`src/rtl/rr_arbiter8_pkg.sv`:
```
// Shared widths, FSM state type and vector rotation helper for rr_arbiter8.
// Latency: n/a (declarations only).
// Backpressure: n/a.
package rr_arb_pkg;

    localparam int N_REQ = 8;
    localparam int IDX_W = 3;

    typedef enum logic [0:0] {
        IDLE = 1'b0,
        BUSY = 1'b1
    } state_t;

    // Rotate right by sh: result bit i is v[(i + sh) mod N_REQ], so bit 0 of
    // the result corresponds to requester sh.
    function automatic logic [N_REQ-1:0] rot_vec(input logic [N_REQ-1:0] v,
                                                 input logic [IDX_W-1:0] sh);
        logic [N_REQ-1:0] r;
        logic [IDX_W-1:0] k;
        r = '0;
        for (int i = 0; i < N_REQ; i++) begin
            k    = IDX_W'(i) + sh;
            r[i] = v[k];
        end
        return r;
    endfunction

endpackage

```
`src/rtl/rr_arbiter8_if.sv`:
```
// Request/grant bundle between eight requesters and the round-robin arbiter.
// Latency: n/a (wires only).
// Backpressure: none; grant holding is the only flow control.
// Ports: req, mask, done (requester side) ; gnt, gnt_idx, gnt_valid, timeout (arbiter side).
interface rr_arbiter8_if;
    import rr_arb_pkg::*;

    logic [N_REQ-1:0] req;
    logic [N_REQ-1:0] mask;
    logic             done;
    logic [N_REQ-1:0] gnt;
    logic [IDX_W-1:0] gnt_idx;
    logic             gnt_valid;
    logic             timeout;

    modport master (
        output req, mask, done,
        input  gnt, gnt_idx, gnt_valid, timeout
    );

    modport slave (
        input  req, mask, done,
        output gnt, gnt_idx, gnt_valid, timeout
    );

endinterface

```
`src/rtl/rr_arbiter8_enc.sv`:
```
// One-hot to binary index encoder for the 8-bit grant vector.
// Latency: combinational.
// Backpressure: none.
// Ports: vec (one-hot or zero in), idx (binary index, 0 for zero vec), vld (vec nonzero).
module onehot_enc8
    import rr_arb_pkg::*;
(
    input  logic [N_REQ-1:0] vec,
    output logic [IDX_W-1:0] idx,
    output logic             vld
);

    // OR of indices is exact for one-hot input and yields 0 for an empty vector.
    always_comb begin
        idx = '0;
        for (int i = 0; i < N_REQ; i++) begin
            if (vec[i]) begin
                idx = idx | IDX_W'(i);
            end
        end
    end

    assign vld = |vec;

endmodule

```
`src/rtl/rr_arbiter8.sv`:
```
// Eight-way round-robin arbiter with done/drop/hold-limit release.
// Latency: grant registered one edge after a nonzero effective request; release one edge after its cause.
// Backpressure: a grant is held until done, request drop/mask, or MAX_HOLD cycles; one idle cycle between grants.
// Ports: clk, rst (async active-high), bus (slave side of rr_arbiter8_if).
module rr_arbiter8
    import rr_arb_pkg::*;
#(
    parameter int MAX_HOLD = 16
) (
    input  logic           clk,
    input  logic           rst,
    rr_arbiter8_if.slave   bus
);

    localparam int               CNT_W    = (MAX_HOLD < 1) ? 1 : $clog2(MAX_HOLD + 1);
    localparam logic [CNT_W-1:0] CNT_LAST = (MAX_HOLD < 1) ? '0 : CNT_W'(MAX_HOLD - 1);
    localparam bit               TO_EN    = (MAX_HOLD > 0);

    state_t           state;
    logic [IDX_W-1:0] ptr;
    logic [CNT_W-1:0] cnt;
    logic [N_REQ-1:0] gnt_q;
    logic [IDX_W-1:0] idx_q;
    logic             vld_q;
    logic             to_q;

    logic [N_REQ-1:0] eff;
    logic [N_REQ-1:0] rot;
    logic [N_REQ-1:0] pick;
    logic [N_REQ-1:0] win;
    logic [IDX_W-1:0] unrot_sh;
    logic             rel_done;
    logic             rel_drop;
    logic             rel_to;
    logic             rel;
    logic [N_REQ-1:0] gnt_nxt;
    logic [IDX_W-1:0] idx_nxt;
    logic             vld_nxt;

    assign eff = bus.req & ~bus.mask;

    // Rotate so the pointer position lands on bit 0, take the lowest set bit,
    // then rotate back by -ptr to recover the requester position.
    assign rot      = rot_vec(eff, ptr);
    assign pick     = rot & (~rot + {{(N_REQ-1){1'b0}}, 1'b1});
    assign unrot_sh = ~ptr + {{(IDX_W-1){1'b0}}, 1'b1};
    assign win      = rot_vec(pick, unrot_sh);

    assign rel_done = bus.done;
    assign rel_drop = ~eff[idx_q];
    assign rel_to   = TO_EN && (cnt == CNT_LAST);
    assign rel      = (state == BUSY) && (rel_done || rel_drop || rel_to);

    always_comb begin
        gnt_nxt = gnt_q;
        if (state == IDLE) begin
            gnt_nxt = win;
        end else if (rel) begin
            gnt_nxt = '0;
        end
    end

    onehot_enc8 u_enc (
        .vec (gnt_nxt),
        .idx (idx_nxt),
        .vld (vld_nxt)
    );

    always_ff @(posedge clk or posedge rst) begin
        if (rst) begin
            state <= IDLE;
            ptr   <= '0;
            cnt   <= '0;
            gnt_q <= '0;
            idx_q <= '0;
            vld_q <= 1'b0;
            to_q  <= 1'b0;
        end else begin
            gnt_q <= gnt_nxt;
            idx_q <= idx_nxt;
            vld_q <= vld_nxt;
            // Done or drop take precedence: a hold-limit release only pulses
            // timeout when it is the sole cause.
            to_q  <= (state == BUSY) && rel_to && !rel_done && !rel_drop;
            case (state)
                IDLE: begin
                    if (vld_nxt) begin
                        state <= BUSY;
                        cnt   <= '0;
                    end
                end
                BUSY: begin
                    if (rel) begin
                        state <= IDLE;
                        ptr   <= idx_q + {{(IDX_W-1){1'b0}}, 1'b1};
                        cnt   <= '0;
                    end else begin
                        cnt   <= cnt + {{(CNT_W-1){1'b0}}, 1'b1};
                    end
                end
                default: state <= IDLE;
            endcase
        end
    end

    assign bus.gnt       = gnt_q;
    assign bus.gnt_idx   = idx_q;
    assign bus.gnt_valid = vld_q;
    assign bus.timeout   = to_q;

endmodule

```
`src/flat_wrapper.sv`:
```
// flat-port wrapper written by rule: the top's interface ports become plain ports
module rr_arbiter8_flat import rr_arb_pkg::*;
#(
    parameter int MAX_HOLD = 16
)
  (clk, rst, bus_req, bus_mask, bus_done, bus_gnt, bus_gnt_idx, bus_gnt_valid, bus_timeout);
  rr_arbiter8_if bus_i ();
  input  logic clk;
  input  logic rst;
  input wire logic [$bits(bus_i.req)-1:0] bus_req;
  input wire logic [$bits(bus_i.mask)-1:0] bus_mask;
  input wire logic [$bits(bus_i.done)-1:0] bus_done;
  output wire logic [$bits(bus_i.gnt)-1:0] bus_gnt;
  output wire logic [$bits(bus_i.gnt_idx)-1:0] bus_gnt_idx;
  output wire logic [$bits(bus_i.gnt_valid)-1:0] bus_gnt_valid;
  output wire logic [$bits(bus_i.timeout)-1:0] bus_timeout;
  assign bus_i.req = bus_req;
  assign bus_i.mask = bus_mask;
  assign bus_i.done = bus_done;
  assign bus_gnt = bus_i.gnt;
  assign bus_gnt_idx = bus_i.gnt_idx;
  assign bus_gnt_valid = bus_i.gnt_valid;
  assign bus_timeout = bus_i.timeout;
  rr_arbiter8 #(.MAX_HOLD(MAX_HOLD)) u_core (.clk(clk), .rst(rst), .bus(bus_i));
endmodule
```
`config.mk`:
```
export PLATFORM = sky130hd
export DESIGN_NAME = rr_arbiter8_flat
export DESIGN_NICKNAME = d
export VERILOG_FILES = /design/src/rtl/rr_arbiter8_pkg.sv /design/src/rtl/rr_arbiter8_if.sv /design/src/rtl/rr_arbiter8_enc.sv /design/src/rtl/rr_arbiter8.sv /design/src/flat_wrapper.sv
export SDC_FILE = /design/constraint.sdc
export NUM_CORES = 1
export LEC_CHECK = 0
export CAP_MARGIN = 10
export CORE_ASPECT_RATIO = 0.75
export CORE_MARGIN = 10
export CORE_UTILIZATION = 54
export CTS_CLUSTER_DIAMETER = 30
export DETAILED_ROUTE_END_ITERATION = 8
export HOLD_SLACK_MARGIN = 0.15
export PLACE_DENSITY = 0.8
export SLEW_MARGIN = 0
export SYNTH_ARGS = -nofsm -noshare
export SYNTH_HDL_FRONTEND = slang
export SYNTH_HIERARCHICAL = 1
export SYNTH_SLANG_ARGS = --single-unit
export TNS_END_PERCENT = 1
```
`constraint.sdc`:
```
create_clock -name clk -period 4.8 [get_ports clk]
set_clock_uncertainty 0.05 [all_clocks]
set_input_delay 0.96 -clock clk [delete_from_list [all_inputs] [get_ports clk]]
set_output_delay 0.96 -clock clk [all_outputs]
set_load 0.05 [all_outputs]
```
==> out/results.ini, run 1 <==
[status]
outcome = completed

[logic_synthesis]
synth_nets = 232
yosys.area_share.simple_pct = 30.21
synth.distinct_cells = 60
synth-async-reset-ratio_pct = 100.0
synth-edff-count = 0
yosysMostFrequentCell = dfrtp_1
synth_top_area_share_pct = 26.63
syn-mean-instance-area_um2 = 9.937
synthAdderAreaFrac_pct = 3.027
synth_xor_area_share_pct = 2.542
syn_inst = 208
yosys_register_bits = 22
synthFlopType = dfrtp_1
yosysWarnings = 6
muxShareOfSynthArea_pct = 18.89
synthTopCellsByCount = 22 x dfrtp_1, 15 x nand3_1, 12 x nand2_1
yosys.area.top_type = dfrtp_1
synth_top_family_by_area = simple AND/OR/NAND/NOR gates
synth.area.top_cells = dfrtp_1 27%, mux4_1 6.4%, mux4_2 5.4%
syn-cell-area_mm2 = 0.002067
seq_area_frac_synth_pct = 26.63
synth_compound_area_share_pct = 14.65

[worst_setup_path]
end_kind = register
cp.arrival_ns = 4.47
cp_top_family = simple AND/OR/NAND/NOR gates
crit_path_start_kind = input pin
r2r_end = u_core/cnt[3]
reg2reg_slack_ns = 0.63
crit_start = bus_mask[0]
crit_cells = 13
slowest_delay_ns = 0.57
crit_end = u_core/cnt[3]
worstPathMaxFanout = 6
reg2regPathDepth = 11
required_ns = 4.92
crit-reg2reg-launch = u_core/ptr[2]
crit_type = input pin to register
critPathSlowestCell = or4_1
path_cells = clkdlybuf4s50_1 -> and4bb_2 -> or4_1 -> mux2_2 -> and2_0 -> a221o_1 -> nand3_1 -> o211ai_1 -> or4_4 -> nand2b_4 -> nor2_1 -> o21ai_0 -> o31ai_1
path_buf_inv = 1

[die]
rows = 19
io_pins = 32
start_util_pct = 56.10
die_area_mm2 = 0.006728
core-area_mm2 = 0.003685
die_y_um = 73.58
chipWidth_um = 91.44

[sta]
layout_setup_ws_ns = 0.4550
fmax_mhz = 230.1
setup_viol = 0
tightest_slew_ns = 0.8129
grt_setup_unrepaired = no
max-slew-margin-rel_pct = 45.75
fin_tns_setup_ns = 0
min_period_ns = 4.345
slew_violations = 0
fin_crit_sh_pct = 90.52
hold_viol = 0

[cts]
htree_levels = 1
hold_buffers = 0
clk_path_buf_depth = 2
cts_buffers = 3
post_cts_buffers = 0
clockRootBuffer = clkbuf_8
cts_tree = built
clock-sinks = 22
cts_resized = 0
path_clk_slew_ns = 0.08
clk_latency_ns = 0.26

[final_layout]
area_growth_pct = 20.40
fin_nets = 265
drive_gt1_share_pct = 14.17
final_util_pct = 67.54
num_antenna_cells = 0
fillers = 279
stdcell_count = 292

[global_route]
track_usage_pct = 15.98
antenna_found_initial = 0
grt_overflow = 0
grt_pass1_wl_mm = 8.942
grt_pass1_vias = 1827
grt_max_degree = 31

[placement]
dp_hpwl_mm = 4.192
place_congestion = 0.8699
dp.cells = 288
place_ws_ns = 0.2176
portBuffers = 31

[power]
ir_worst_vdd_mv = 0.6654
power_leakage_nw = 1.023
p_per_area_mw_per_mm2 = 778.7

[flow_run]
maxCapViolCount = 0

[routing]
drc = 0
wl_mm = 5.306
vias = 1898
drt_iter0_drc = 206
ant_nets = 0
first_pass_iters = 7
wl_per_cell_um = 18.17
via_per_inst = 6.500

[min_path]
hp-class = register to register

[per-stage QoR]
stage          cell area (um2)  hold slack [ns]  total power (W)
4_1_cts                   2489           0.4246         0.001911
3_3_place_gp              2434           0.4125         0.001751
6_report                  2489           0.4273         0.001938
5_1_grt                   2489           0.4655         0.002077
3_5_place_dp              2434           0.4107         0.001768
2_1_floorplan             2067           0.3871         0.001413
[worst min-delay path by stage]
stage | endpoint | from | cells past startpoint
floorplan | u_core/cnt[3] | u_core/cnt[3] | 1
global placement | u_core/cnt[3] | u_core/cnt[3] | 1
detailed placement | u_core/cnt[3] | u_core/cnt[3] | 1
CTS | u_core/cnt[3] | u_core/cnt[3] | 1
global route | u_core/cnt[3] | u_core/cnt[3] | 1
finish | u_core/cnt[3] | u_core/cnt[3] | 1
[layout by cell type, fill, tap and decap left out, drive strengths merged, types with 3 or more instances in the layout]
| master | synthesis | layout |
|---|---|---|
| o21ai | 7 | 7 |
| a221o | 3 | 3 |
| inv | 6 | 6 |
| nor4b | 3 | 3 |
| clkdlybuf4s50 | 0 | 31 |
| dfrtp | 22 | 22 |
| mux4 | 10 | 10 |
| nand3 | 15 | 15 |
| and4b | 3 | 3 |
| and4bb | 3 | 3 |
| nor3 | 3 | 3 |
| nor4bb | 3 | 3 |
| nand2b | 11 | 11 |
| a32o | 3 | 3 |
| or4 | 5 | 5 |
| a21o | 3 | 3 |
| mux2i | 9 | 9 |
| buf | 5 | 7 |
| a21oi | 6 | 6 |
| ha | 5 | 5 |
| xnor2 | 3 | 3 |
| mux2 | 5 | 5 |
| xor2 | 3 | 3 |
| clkbuf | 5 | 4 |
| nor2b | 9 | 9 |
| nand2 | 12 | 12 |
| or3 | 4 | 4 |
| nor2 | 11 | 11 |
| o211ai | 4 | 4 |
[state kept, by name, indices dropped and copies added, names as in the netlist]
name,flops
u_core/bus.gnt,8
u_core/bus.gnt_idx,3
u_core/bus.gnt_valid,1
u_core/bus.timeout,1
u_core/cnt,5
u_core/ptr,3
u_core/state,1
[worst register-to-register path: stages (launching register included)]
cell,delay [ns]
dfrtp_1,0.66
xnor2_1,0.57
mux4_1,0.73
mux2_2,0.33
a221o_1,0.37
nand3_1,0.11
o211ai_1,0.14
or4_4,0.55
nand2b_4,0.17
nor2_1,0.21
o21ai_0,0.13
o31ai_1,0.07
[area by class of cell]
| type | count | area (um2) | share of cell area [%] |
|---|---|---|---|
| inverter | 6 | 22.52 | 0.9050 |
| timing repair buffer | 38 | 362.8 | 14.58 |
| multi-input combinational | 170 | 1433 | 57.57 |
| clock buffer | 4 | 55.05 | 2.212 |
| tap | 52 | 65.06 | 2.614 |
| sequential | 22 | 550.5 | 22.12 |
[kinds of logic (layout without fill, tap and decap cells)]
logic type,after synthesis,after routing
xor+xnor,6,6
mux,24,24
simple gates,94,94
fa+ha+maj,5,5
compound gates,41,41
buf+inv,16,48
flops,22,22
[power by group]
group	total (W)	switching (W)	internal [W]
logic	0.00146	0.000817	0.000644
clock network	0.000130	0.0000568	0.0000730
registers	0.000346	0.0000964	0.000250
total	0.00194	0.000970	0.000967
[per-layer routing]
layer / GRT usage [%] / part of all wire [%]
met2: 25.57 / 45
met1: 21.64 / 45
met3: 4.680 / 9.3
met4: 1.386 / 0
met5: 0 / 0
Note: power is estimated with default switching activity, not from simulation.
==> run 2: changes to the inputs <==
- CAP_MARGIN: 10 -> 20
==> results of run 2 <==
The final DEF is identical to that of run 1; final timing and power are the same.
==> run 3: changes to the inputs <==
- CAP_MARGIN: 20 -> unset
- clock period: 4.8 -> 4.6 ns (I/O delays scaled with it)
==> out/results.ini, run 3 (synthesis gave the netlist of run 1 again) <==
[worst_setup_path]
worstPathMaxFanout = 6  ; unchanged
path_cells = clkdlybuf4s50_1 -> and4bb_2 -> or4_1 -> mux2_2 -> and2_0 -> a221o_1 -> nand3_1 -> o211ai_1 -> or4_4 -> nand2b_4 -> nor2_1 -> o21ai_0 -> o31ai_1
cp_top_family = simple AND/OR/NAND/NOR gates
slowest_delay_ns = 0.59  ; +0.02 ns
crit_path_start_kind = input pin
r2r_end = u_core/cnt[3]
reg2regPathDepth = 12  ; +1
path_buf_inv = 1  ; unchanged
reg2reg_slack_ns = 0.48  ; -0.15 ns
critPathSlowestCell = or4_1
end_kind = register
cp.arrival_ns = 4.46  ; about the same
required_ns = 4.70  ; -0.22 ns
crit_type = input pin to register
crit-reg2reg-launch = u_core/ptr[0]

[global_route]
antenna_found_initial = 0  ; unchanged
grt_pass1_vias = 1783  ; -2.4%
grt_overflow = 0  ; unchanged
track_usage_pct = 16.16  ; +0.18 points
grt_max_degree = 29  ; -6.5%
grt_pass1_wl_mm = 8.963  ; +0.23%

[final_layout]
drive_gt1_share_pct = 15.23  ; +1.1 points
fin_nets = 268  ; +1.1%
final_cell_mix = 31 x clkdlybuf4s50_1, 22 x dfrtp_1, 15 x nand3_1, 12 x nand2_1, 11 x nor2_1
final_util_pct = 68.15  ; +0.61 points
largest_register_ffs = 8  ; unchanged
area_growth_pct = 21.49
num_antenna_cells = 0  ; unchanged
final_common_cell = clkdlybuf4s50_1
stdcell_count = 295  ; +1.0%

[cts]
path_clk_slew_ns = 0.07  ; about the same
cts_buffers = 3  ; unchanged
hold_buffers = 0  ; unchanged
cts_tree = built
htree_levels = 1  ; unchanged
clk_latency_ns = 0.26  ; about the same
post_cts_buffers = 0  ; unchanged
cts_resized = 0  ; unchanged
clockRootBuffer = clkbuf_8
clock-sinks = 22  ; unchanged
clk_path_buf_depth = 2  ; unchanged

[routing]
vias = 1849  ; -2.6%
wl_per_cell_um = 18.09  ; -0.44%
drc = 0  ; unchanged
first_pass_iters = 5  ; -2
wl_mm = 5.337  ; +0.58%
via_per_inst = 6.268  ; -3.6%
ant_nets = 0  ; unchanged
drt_iter0_drc = 198  ; -3.9%

[min_path]
hp-start = u_core/cnt[4]
hp-class = register to register
whs_endpoint = u_core/cnt[4]
holdPathStages = 2  ; +1

[flow_run]
maxCapViolCount = 0  ; unchanged

[sta]
fin_crit_sh_pct = 94.68
fmax_mhz = 229.6
min_period_ns = 4.355
max-slew-margin-rel_pct = 46.43  ; +0.68 points
setup_viol = 0  ; unchanged
slew_violations = 0  ; unchanged
tightest_slew_ns = 0.8027  ; -0.01020 ns
fin_tns_setup_ns = 0  ; unchanged
grt_setup_unrepaired = no
hold_viol = 0  ; unchanged

[die]
chipWidth_um = 91.44  ; unchanged
start_util_pct = 56.10  ; unchanged
die_area_mm2 = 0.006728  ; unchanged
rows = 19  ; unchanged
die_y_um = 73.58  ; unchanged
core-area_mm2 = 0.003685  ; unchanged
io_pins = 32  ; unchanged

[placement]
place_congestion = 0.9019  ; +3.7%
dp_hpwl_mm = 4.204  ; +0.29%
portBuffers = 31  ; unchanged
dp.cells = 291  ; +1.0%

[power]
finalPower_w = 0.002052  ; +5.9%
power_leakage_nw = 1.038  ; +1.5%
ir_worst_vdd_mv = 0.5841  ; -12%
p_per_area_mw_per_mm2 = 817.1  ; +4.9%

[status]
outcome = completed

run 3: stage by stage:
step                      area, um2  hold slack (ns)  worst slack [ns]
after detailed placement       2456           0.4299           0.06131
after global placement         2456           0.4092            0.1768
final                          2511           0.4422            0.2446
after CTS                      2511           0.4468            0.3299
after global routing           2511           0.4762          0.003242
after floorplan                2067           0.3871            0.8529
run 3: cell type report:
class                      instances  area (um2)
clock buffer                       4       55.05
fill                             299        1174
inverter                           6       22.52
multi-input combinational        170        1433
sequential                        22       550.5
tap                               52       65.06
timing repair buffer              41       385.4
run 3: worst register-to-register path, stage by stage (launching register included):
cell and delay, ns:
dfrtp_1 0.46, ha_1 0.24, xnor2_1 0.42, mux4_1 0.74, mux2_2 0.34, a221o_1 0.36
nand3_1 0.09, o211ai_1 0.13, or4_4 0.56, nand2b_4 0.18, nor2_1 0.21, o21ai_0 0.15
o31ai_1 0.10
run 3: report_power, final:
part           internal, W  switching [W]
clock            0.0000762      0.0000586
combinational     0.000698       0.000871
sequential        0.000261      0.0000876
run 3: per-layer routing:
layer	vias to the layer above	wire (um)	track usage (%)
met5	-	0	0
met3	2	533	4.985
li1	886	-	-
met4	0	13	2.600
met1	872	2453	22.74
met2	89	2336	24.00
run 3: how the worst max path moves through the flow:
stage	slack [ns]	to	cells past startpoint	start
after detailed placement	0.06	u_core/cnt[3]	13	bus_mask[0]
after global routing	0.003	u_core/cnt[3]	13	bus_mask[5]
final	0.24	u_core/cnt[3]	13	bus_mask[0]
after global placement	0.18	u_core/cnt[3]	13	bus_mask[0]
after floorplan	0.85	u_core/cnt[3]	12	bus_mask[0]
after CTS	0.33	u_core/cnt[3]	13	bus_mask[0]
